## src/rtl/uart_rx_pkg.sv

```systemverilog
// Shared types and constants for the word-assembling UART receiver.
// The PARITY state exists only when UART_WORD_RX_PARITY_EN is defined.
package uart_rx_pkg;

  localparam int BITS_PER_BYTE = 8;

  typedef enum logic [2:0] {
    ST_IDLE   = 3'd0,
    ST_START  = 3'd1,
    ST_DATA   = 3'd2,
    ST_STOP   = 3'd3
`ifdef UART_WORD_RX_PARITY_EN
    , ST_PARITY = 3'd4
`endif
  } state_t;

endpackage

```

## src/rtl/uart_rx_sync.sv

```systemverilog
// Two-flop synchronizer for the asynchronous serial line; resets to the idle (high) level.
module uart_rx_sync (
  input  logic clk,
  input  logic rst_n,
  input  logic din,
  output logic dout
);

  logic meta;

  always_ff @(posedge clk or negedge rst_n) begin
    if (!rst_n) begin
      meta <= 1'b1;
      dout <= 1'b1;
    end else begin
      meta <= din;
      dout <= meta;
    end
  end

endmodule

```

## src/rtl/uart_word_rx.sv

```systemverilog
// UART receiver that assembles NUM_BYTES bytes into one word behind a valid/ready output.
// Define UART_WORD_RX_PARITY_EN to add an even-parity bit after the data bits (8E1 instead of 8N1).
module uart_word_rx
  import uart_rx_pkg::*;
#(
  parameter int CLKS_PER_BIT = 444,
  parameter int NUM_BYTES    = 12,
  parameter int TIMEOUT_BITS = 20
) (
  input  logic                   CLK_I,
  input  logic                   RSTL_I,
  input  logic                   UART_RX_I,
  input  logic                   RX_READY_I,
  output logic                   RX_VALID_O,
  output logic [NUM_BYTES*8-1:0] RX_DATA_O,
  output logic                   FRAME_ERR_O,
  output logic                   OVERRUN_O,
  output logic                   TIMEOUT_O,
  output logic [2:0]             state_dbg
);

  localparam int W         = NUM_BYTES * BITS_PER_BYTE;
  localparam int CW        = $clog2(CLKS_PER_BIT);
  localparam int KW        = (NUM_BYTES > 1) ? $clog2(NUM_BYTES) : 1;
  localparam int TO_CYCLES = TIMEOUT_BITS * CLKS_PER_BIT;
  localparam int TW        = $clog2(TO_CYCLES + 1);
  localparam logic [CW-1:0] HALF_M1 = CW'(CLKS_PER_BIT / 2 - 1);
  localparam logic [CW-1:0] FULL_M1 = CW'(CLKS_PER_BIT - 1);
  localparam logic [KW-1:0] LAST_K  = KW'(NUM_BYTES - 1);
  localparam logic [TW-1:0] TO_M1   = TW'(TO_CYCLES - 1);

  state_t        state;
  logic          rx_s, rx_prev;
  logic [CW-1:0] clk_cnt;
  logic [2:0]    bit_cnt;
  logic [7:0]    shreg;
  logic [W-1:0]  asm_word, next_word;
  logic [KW-1:0] k;
  logic [TW-1:0] idle_cnt;
  logic          bit_tick, start_edge, stop_eval, stop_ok;
  logic          byte_commit, frame_bad, word_done, timeout_hit;
`ifdef UART_WORD_RX_PARITY_EN
  logic          parity_err;
`endif

  uart_rx_sync u_sync (
    .clk   (CLK_I),
    .rst_n (RSTL_I),
    .din   (UART_RX_I),
    .dout  (rx_s)
  );

  assign state_dbg = state;

  // A start needs a real high-to-low edge, so a line held low (break, or a
  // low stop bit) is never mistaken for a new frame.
  assign start_edge = rx_prev && !rx_s;
  assign bit_tick   = (clk_cnt == FULL_M1);
  assign stop_eval  = (state == ST_STOP) && bit_tick;

  always_comb begin
    stop_ok = rx_s;
`ifdef UART_WORD_RX_PARITY_EN
    stop_ok = rx_s && !parity_err;
`endif
  end

  assign byte_commit = stop_eval && stop_ok;
  assign frame_bad   = stop_eval && !stop_ok;
  assign word_done   = byte_commit && (k == LAST_K);
  assign timeout_hit = (state == ST_IDLE) && (k != '0) && !start_edge && (idle_cnt == TO_M1);

  always_comb begin
    next_word = asm_word;
    for (int i = 0; i < NUM_BYTES; i++) begin
      if (k == KW'(i)) next_word[i*8 +: 8] = shreg;
    end
  end

  always_ff @(posedge CLK_I or negedge RSTL_I) begin
    if (!RSTL_I) begin
      state   <= ST_IDLE;
      rx_prev <= 1'b1;
      clk_cnt <= '0;
      bit_cnt <= '0;
      shreg   <= '0;
`ifdef UART_WORD_RX_PARITY_EN
      parity_err <= 1'b0;
`endif
    end else begin
      rx_prev <= rx_s;
      case (state)
        ST_IDLE: begin
          clk_cnt <= '0;
          bit_cnt <= '0;
          if (start_edge) state <= ST_START;
        end
        ST_START: begin
          if (clk_cnt == HALF_M1) begin
            clk_cnt <= '0;
            state   <= rx_s ? ST_IDLE : ST_DATA;
          end else begin
            clk_cnt <= clk_cnt + 1'b1;
          end
        end
        ST_DATA: begin
          if (bit_tick) begin
            clk_cnt <= '0;
            shreg   <= {rx_s, shreg[7:1]};
            bit_cnt <= bit_cnt + 1'b1;
`ifdef UART_WORD_RX_PARITY_EN
            if (bit_cnt == 3'(BITS_PER_BYTE - 1)) state <= ST_PARITY;
`else
            if (bit_cnt == 3'(BITS_PER_BYTE - 1)) state <= ST_STOP;
`endif
          end else begin
            clk_cnt <= clk_cnt + 1'b1;
          end
        end
`ifdef UART_WORD_RX_PARITY_EN
        ST_PARITY: begin
          if (bit_tick) begin
            clk_cnt    <= '0;
            parity_err <= (^shreg) != rx_s;
            state      <= ST_STOP;
          end else begin
            clk_cnt <= clk_cnt + 1'b1;
          end
        end
`endif
        ST_STOP: begin
          if (bit_tick) begin
            clk_cnt <= '0;
            state   <= ST_IDLE;
          end else begin
            clk_cnt <= clk_cnt + 1'b1;
          end
        end
        default: state <= ST_IDLE;
      endcase
    end
  end

  always_ff @(posedge CLK_I or negedge RSTL_I) begin
    if (!RSTL_I) begin
      k        <= '0;
      asm_word <= '0;
      idle_cnt <= '0;
    end else begin
      if (byte_commit) begin
        asm_word <= next_word;
        k        <= word_done ? '0 : k + 1'b1;
      end else if (frame_bad || timeout_hit) begin
        k <= '0;
      end
      if (state == ST_IDLE && k != '0 && !timeout_hit) idle_cnt <= idle_cnt + 1'b1;
      else                                             idle_cnt <= '0;
    end
  end

  // Output register: a completed word loads when the slot is empty or being
  // consumed this cycle; otherwise it is dropped and the held word kept.
  always_ff @(posedge CLK_I or negedge RSTL_I) begin
    if (!RSTL_I) begin
      RX_VALID_O  <= 1'b0;
      RX_DATA_O   <= '0;
      FRAME_ERR_O <= 1'b0;
      OVERRUN_O   <= 1'b0;
      TIMEOUT_O   <= 1'b0;
    end else begin
      FRAME_ERR_O <= frame_bad;
      TIMEOUT_O   <= timeout_hit;
      OVERRUN_O   <= word_done && RX_VALID_O && !RX_READY_I;
      if (word_done && (!RX_VALID_O || RX_READY_I)) begin
        RX_DATA_O  <= next_word;
        RX_VALID_O <= 1'b1;
      end else if (RX_VALID_O && RX_READY_I) begin
        RX_VALID_O <= 1'b0;
      end
    end
  end

endmodule
```

## config.mk

```make
export PLATFORM = sky130hd
export DESIGN_NAME = uart_word_rx
export DESIGN_NICKNAME = d
export VERILOG_FILES = /design/src/rtl/uart_rx_pkg.sv /design/src/rtl/uart_rx_sync.sv /design/src/rtl/uart_word_rx.sv
export SDC_FILE = /design/constraint.sdc
export NUM_CORES = 1
export LEC_CHECK = 0
export ABC_AREA = 1
export BUFFER_PORTS_ARGS = -buffer_cell sky130_fd_sc_hd__buf_2
export CAP_MARGIN = 10
export CORE_MARGIN = 2
export CORE_UTILIZATION = 35
export DETAILED_ROUTE_END_ITERATION = 7
export MAX_ROUTING_LAYER = met4
export PLACE_DENSITY = 0.58
export SLEW_MARGIN = 10
export SYNTH_ARGS = -nofsm -noshare
export SYNTH_HDL_FRONTEND = slang
export SYNTH_SLANG_ARGS = --single-unit
```

## constraint.sdc

```tcl
create_clock -name CLK_I -period 1.7 [get_ports CLK_I]
set_input_delay 0.17 -clock CLK_I [delete_from_list [all_inputs] [get_ports CLK_I]]
set_output_delay 0.17 -clock CLK_I [all_outputs]
set_load 0.03 [all_outputs]
```

==> flow_summary.rst <==
.. list-table::
   :header-rows: 1

   * - Metric
     - Value
   * - Post-layout worst setup margin
     - -24.0 ps
   * - Clock skew after layout
     - 11.3 ps
   * - Antenna fix cells
     - 0
   * - Switching part of the total
     - 23.4%
   * - Post-synthesis instance total
     - 1,320
   * - Yosys cell types
     - 24
   * - Least-Margin Pin Slew
     - 519 ps
   * - Remaining antenna violation count
     - 0
   * - Slew HR
     - 65.4%
   * - Reg power frac
     - 49.0%
   * - Core outline area
     - 29,600 sq um
   * - Setup CP Type
     - flip-flop to flip-flop
   * - Leak
     - 7.09 nW
   * - Growth of design area from synthesis to finish
     - 26.1%
   * - Total clock sinks
     - 239
   * - Total Neg Setup Slack
     - -55.4 ps
   * - Clock-pin slew on the worst setup and hold paths
     - 60 ps
   * - Post-synthesis instance area
     - 10,600 sq um
   * - Die outline area
     - 31,600 sq um
   * - First-pass GRT wire length
     - 46,200 um
   * - Via-per-instance ratio
     - 4.93
   * - Worst reg-to-reg path cell count
     - 9
   * - Pin count of the biggest net entering global routing
     - 60
   * - Total power
     - around 12 mW
   * - Violated checks
     - negative setup slack
   * - CTS tree
     - built
   * - Post-Syn Nets
     - between 1,000 and 1,500
   * - TritonCTS Buffers
     - 26
   * - Post-DP HPWL
     - 18,000 um
   * - Remaining DRCs
     - 0
   * - Critical path, cell by cell
     - ha_2, nand2_2, nor2_4, nand4_4, nor2_4, buf_12, buf_12, nand3_1, nand2_1
   * - Part of the power in the clock network
     - 45.6%
   * - Average wire per standard cell
     - 16.2 um
   * - Number of antenna violations at the first check in global routing
     - 0
   * - Final setup violation count
     - 4
   * - Worst-path fanout max
     - 13
   * - Number of DRC violations after detailed-routing iteration 0
     - around 760
   * - Min cycle time layout
     - ~1700 ps
   * - Startpoint of the lowest-slack register-to-register path
     - clk_cnt[1]$_DFFE_PN0P_
   * - Internal power
     - 9.07 mW
   * - Pwr/cell area
     - 890 nW/um^2
   * - Insertion delay of the later-clocked pin in the worst-skew pair
     - between 500 and 600 ps
   * - CP max stage cell
     - dfrtp_1
   * - Placer's final routability congestion estimate
     - 0.789
   * - Chip width
     - 178 um
   * - Cell at the root of the clock tree
     - clkbuf_16
   * - Startpoint type of the worst setup path
     - flip-flop
   * - Maximum vdd ir drop
     - ~550 uV
   * - Die Ht
     - around 180 um
   * - Unrepaired setup endpoints after global routing
     - yes
   * - Top Ports
     - 107
   * - Flop-to-flop setup slack
     - -20 ps
   * - # port buffers
     - approximately 110
   * - # nets final
     - between 1,000 and 1,500
   * - Placed cell area
     - 12,000 sq um
   * - Placement Rows
     - 63
   * - Crit path capture type
     - flip-flop
   * - Combinational power share
     - 5.4%
   * - Buffer and inverter count on the worst path
     - 2
   * - Vias after detailed routing
     - 9,226
   * - Final worst path period share
     - 101%
   * - Delay of the slowest cell on the worst path
     - 360 ps
   * - Hold violation count in the final report
     - 0
   * - Data arrival time of the worst path
     - approximately 2200 ps
   * - Fmax
     - 0.580 GHz
   * - Share of post-route cells with drive strength above 1
     - 17.7%
   * - Number of H-tree branching levels
     - 1
   * - Total gr overflow
     - 0
   * - Final Cell Area
     - 13,300 sq um
   * - Dominant delay contributor by cell family on the critical path
     - simple AND/OR/NAND/NOR gates
   * - Avg Synthesized Cell Area
     - 7.99 sq um
   * - Number of iterations in the first detailed-routing pass
     - 5
   * - Flip-flop and latch count after synthesis
     - 239
   * - Seq/Total Area, Yosys
     - 56.7%
   * - Number of pins with negative max-slew slack in the final report
     - 0
   * - Maximum buffer depth of the clock tree
     - 3
   * - Detailed-route wire length
     - 30,400 um
   * - Effective utilization at floorplan
     - between 30 and 40%
   * - Run status
     - complete, but fails checks
   * - Type of the worst min-delay path
     - input port to asynchronous set/reset pin
   * - Total net switching power
     - 2.77 mW
   * - Pre-CTS setup slack
     - -19.4 ps
   * - End of the worst register-to-register path
     - RX_DATA_O[89]$_DFFE_PN0P_
   * - Global routing usage summed across all routing layers
     - 18.8%
   * - Number of global-route vias before repair
     - 8,809
   * - Total of max-cap violations
     - 0
   * - Yosys warns
     - 0
   * - Required time of the critical path
     - 2170 ps
worst register-to-register path, stage by stage (launching register included):
cell and delay [ps]:
dfrtp_1 360, ha_2 190, nand2_2 80, nor2_4 110, nand4_4 130, nor2_4 200
buf_12 180, buf_12 170, nand3_1 140, nand2_1 100
how the worst max path moves through the flow:
| stage | cells after the start | slack, ps | startpoint | end |
|---|---|---|---|---|
| finish | 9 | -20 | clk_cnt[1]$_DFFE_PN0P_ | RX_DATA_O[89]$_DFFE_PN0P_ |
| global route | 9 | -100 | clk_cnt[1]$_DFFE_PN0P_ | RX_DATA_O[44]$_DFFE_PN0P_ |
| CTS | 9 | -4 | clk_cnt[1]$_DFFE_PN0P_ | RX_DATA_O[76]$_DFFE_PN0P_ |
| detailed placement | 8 | -20 | clk_cnt[1]$_DFFE_PN0P_ | RX_DATA_O[15]$_DFFE_PN0P_ |
| global placement | 9 | 40 | clk_cnt[1]$_DFFE_PN0P_ | asm_word[56]$_DFFE_PN0P_ |
| floorplan | 10 | -20 | clk_cnt[0]$_DFFE_PN0P_ | RX_DATA_O[66]$_DFFE_PN0P_ |
per-layer routing:
metal  routed length, um  global-route usage, %
met3                1580                   2.23
met1               14000                   25.9
met5                   0                      -
met4                 541                   4.95
met2               14300                   29.4
power by group through the flow:
| stage | Combinational (mW) | Sequential, mW | Clock, mW |
|---|---|---|---|
| 5_1_grt | 0.737 | 5.81 | 5.77 |
| 2_1_floorplan | 0.257 | 5.94 | 0 |
| 3_3_place_gp | 0.602 | 5.90 | 0 |
| 3_5_place_dp | 0.605 | 5.90 | 0 |
| 6_report | 0.640 | 5.80 | 5.40 |
| 4_1_cts | 0.611 | 5.80 | 5.54 |
sequential cells by signal, indices dropped and copies added (netlist names):
signal       count
RX_DATA_O       96
asm_word        96
idle_cnt        14
clk_cnt          9
shreg            8
k                4
bit_cnt          3
state_dbg        2
FRAME_ERR_O      1
OVERRUN_O        1
RX_VALID_O       1
TIMEOUT_O        1
rx_prev          1
u_sync.dout      1
u_sync.meta      1
cells in the mapped netlist, drive strengths merged:
cell | n | area share, %
nand2 | 645 | 23
dfrtp | 236 | 56
nand3 | 129 | 6.2
o21ai | 112 | 5.3
clkbuf | 63 | 2.2
inv | 41 | 1.5
nor2 | 39 | 1.6
buf | 13 | 0.66
nor3 | 10 | 0.47
a21oi | 9 | 0.43
ha | 9 | 1.1
xor2 | 4 | 0.33
dfstp | 3 | 0.75
xnor2 | 3 | 0.25
nand4 | 2 | 0.26
conb | 1 | 0.036
o21bai | 1 | 0.071
cells in the final DEF, fill, tap and decap left out, types with 2 or more instances in the layout:
| master | instances |
|---|---|
| buf_2 | 104 |
| nand2_4 | 2 |
| nand2_2 | 4 |
| ha_1 | 5 |
| clkbuf_1 | 8 |
| dlygate4sd3_1 | 2 |
| o21ai_0 | 93 |
| nor3_1 | 10 |
| a21oi_1 | 8 |
| buf_12 | 17 |
| o21ai_1 | 19 |
| buf_16 | 4 |
| nand3_2 | 9 |
| buf_8 | 2 |
| inv_1 | 37 |
| xnor2_1 | 3 |
| buf_4 | 53 |
| clkbuf_8 | 5 |
| dfrtp_2 | 2 |
| ha_2 | 4 |
| clkbuf_16 | 36 |
| nor2_1 | 35 |
| buf_6 | 2 |
| nor2_4 | 3 |
| xor2_1 | 4 |
| nand2_1 | 639 |
| dfstp_2 | 3 |
| dfrtp_1 | 234 |
| inv_2 | 3 |
| clkinv_2 | 5 |
| nand3_1 | 120 |
kinds of logic after synthesis:
logic type / Yosys count / share of synthesized area, %
XOR/XNOR: 7 / 0.581
adder cells (fa/ha/maj): 9 / 1.07
buffers and inverters: 117 / 4.36
AND/OR/NAND/NOR: 825 / 31.4
AO/OA/AOI/OAI: 122 / 5.81
flip-flops: 239 / 56.7
other: 1 / 0.0355
final cells by class:
type,count,area [sq um]
clock buffers,40,774
clock inverters,6,32.5
fillers,2913,16300
inverters,41,166
multi-input cells,964,4190
flip-flops and latches,239,5990
well taps,390,488
repair buffers,193,1670
repair_timing:
item	4_1_cts	5_1_grt
endpoints found under the hold margin	83	0
hold buffers	2	0
gates resized for setup	7	42
pin swaps	1	1
setup endpoints to repair	23	195
gates cloned	2	11
buffers inserted	2	3
stage by stage:
| step | hold WS (ps) | instances | utilization, % |
|---|---|---|---|
| 6_report | 172 | 1873 | 44.9 |
| 5_1_grt | 202 | 1873 | 44.9 |
| 4_1_cts | 177 | 1859 | 43.7 |
| 3_5_place_dp | 148 | 1807 | 40.6 |
| 3_3_place_gp | 149 | 1807 | 40.6 |
| 2_1_floorplan | -126 | 1320 | - |
No activity file was read; power rests on OpenSTA's default activity.
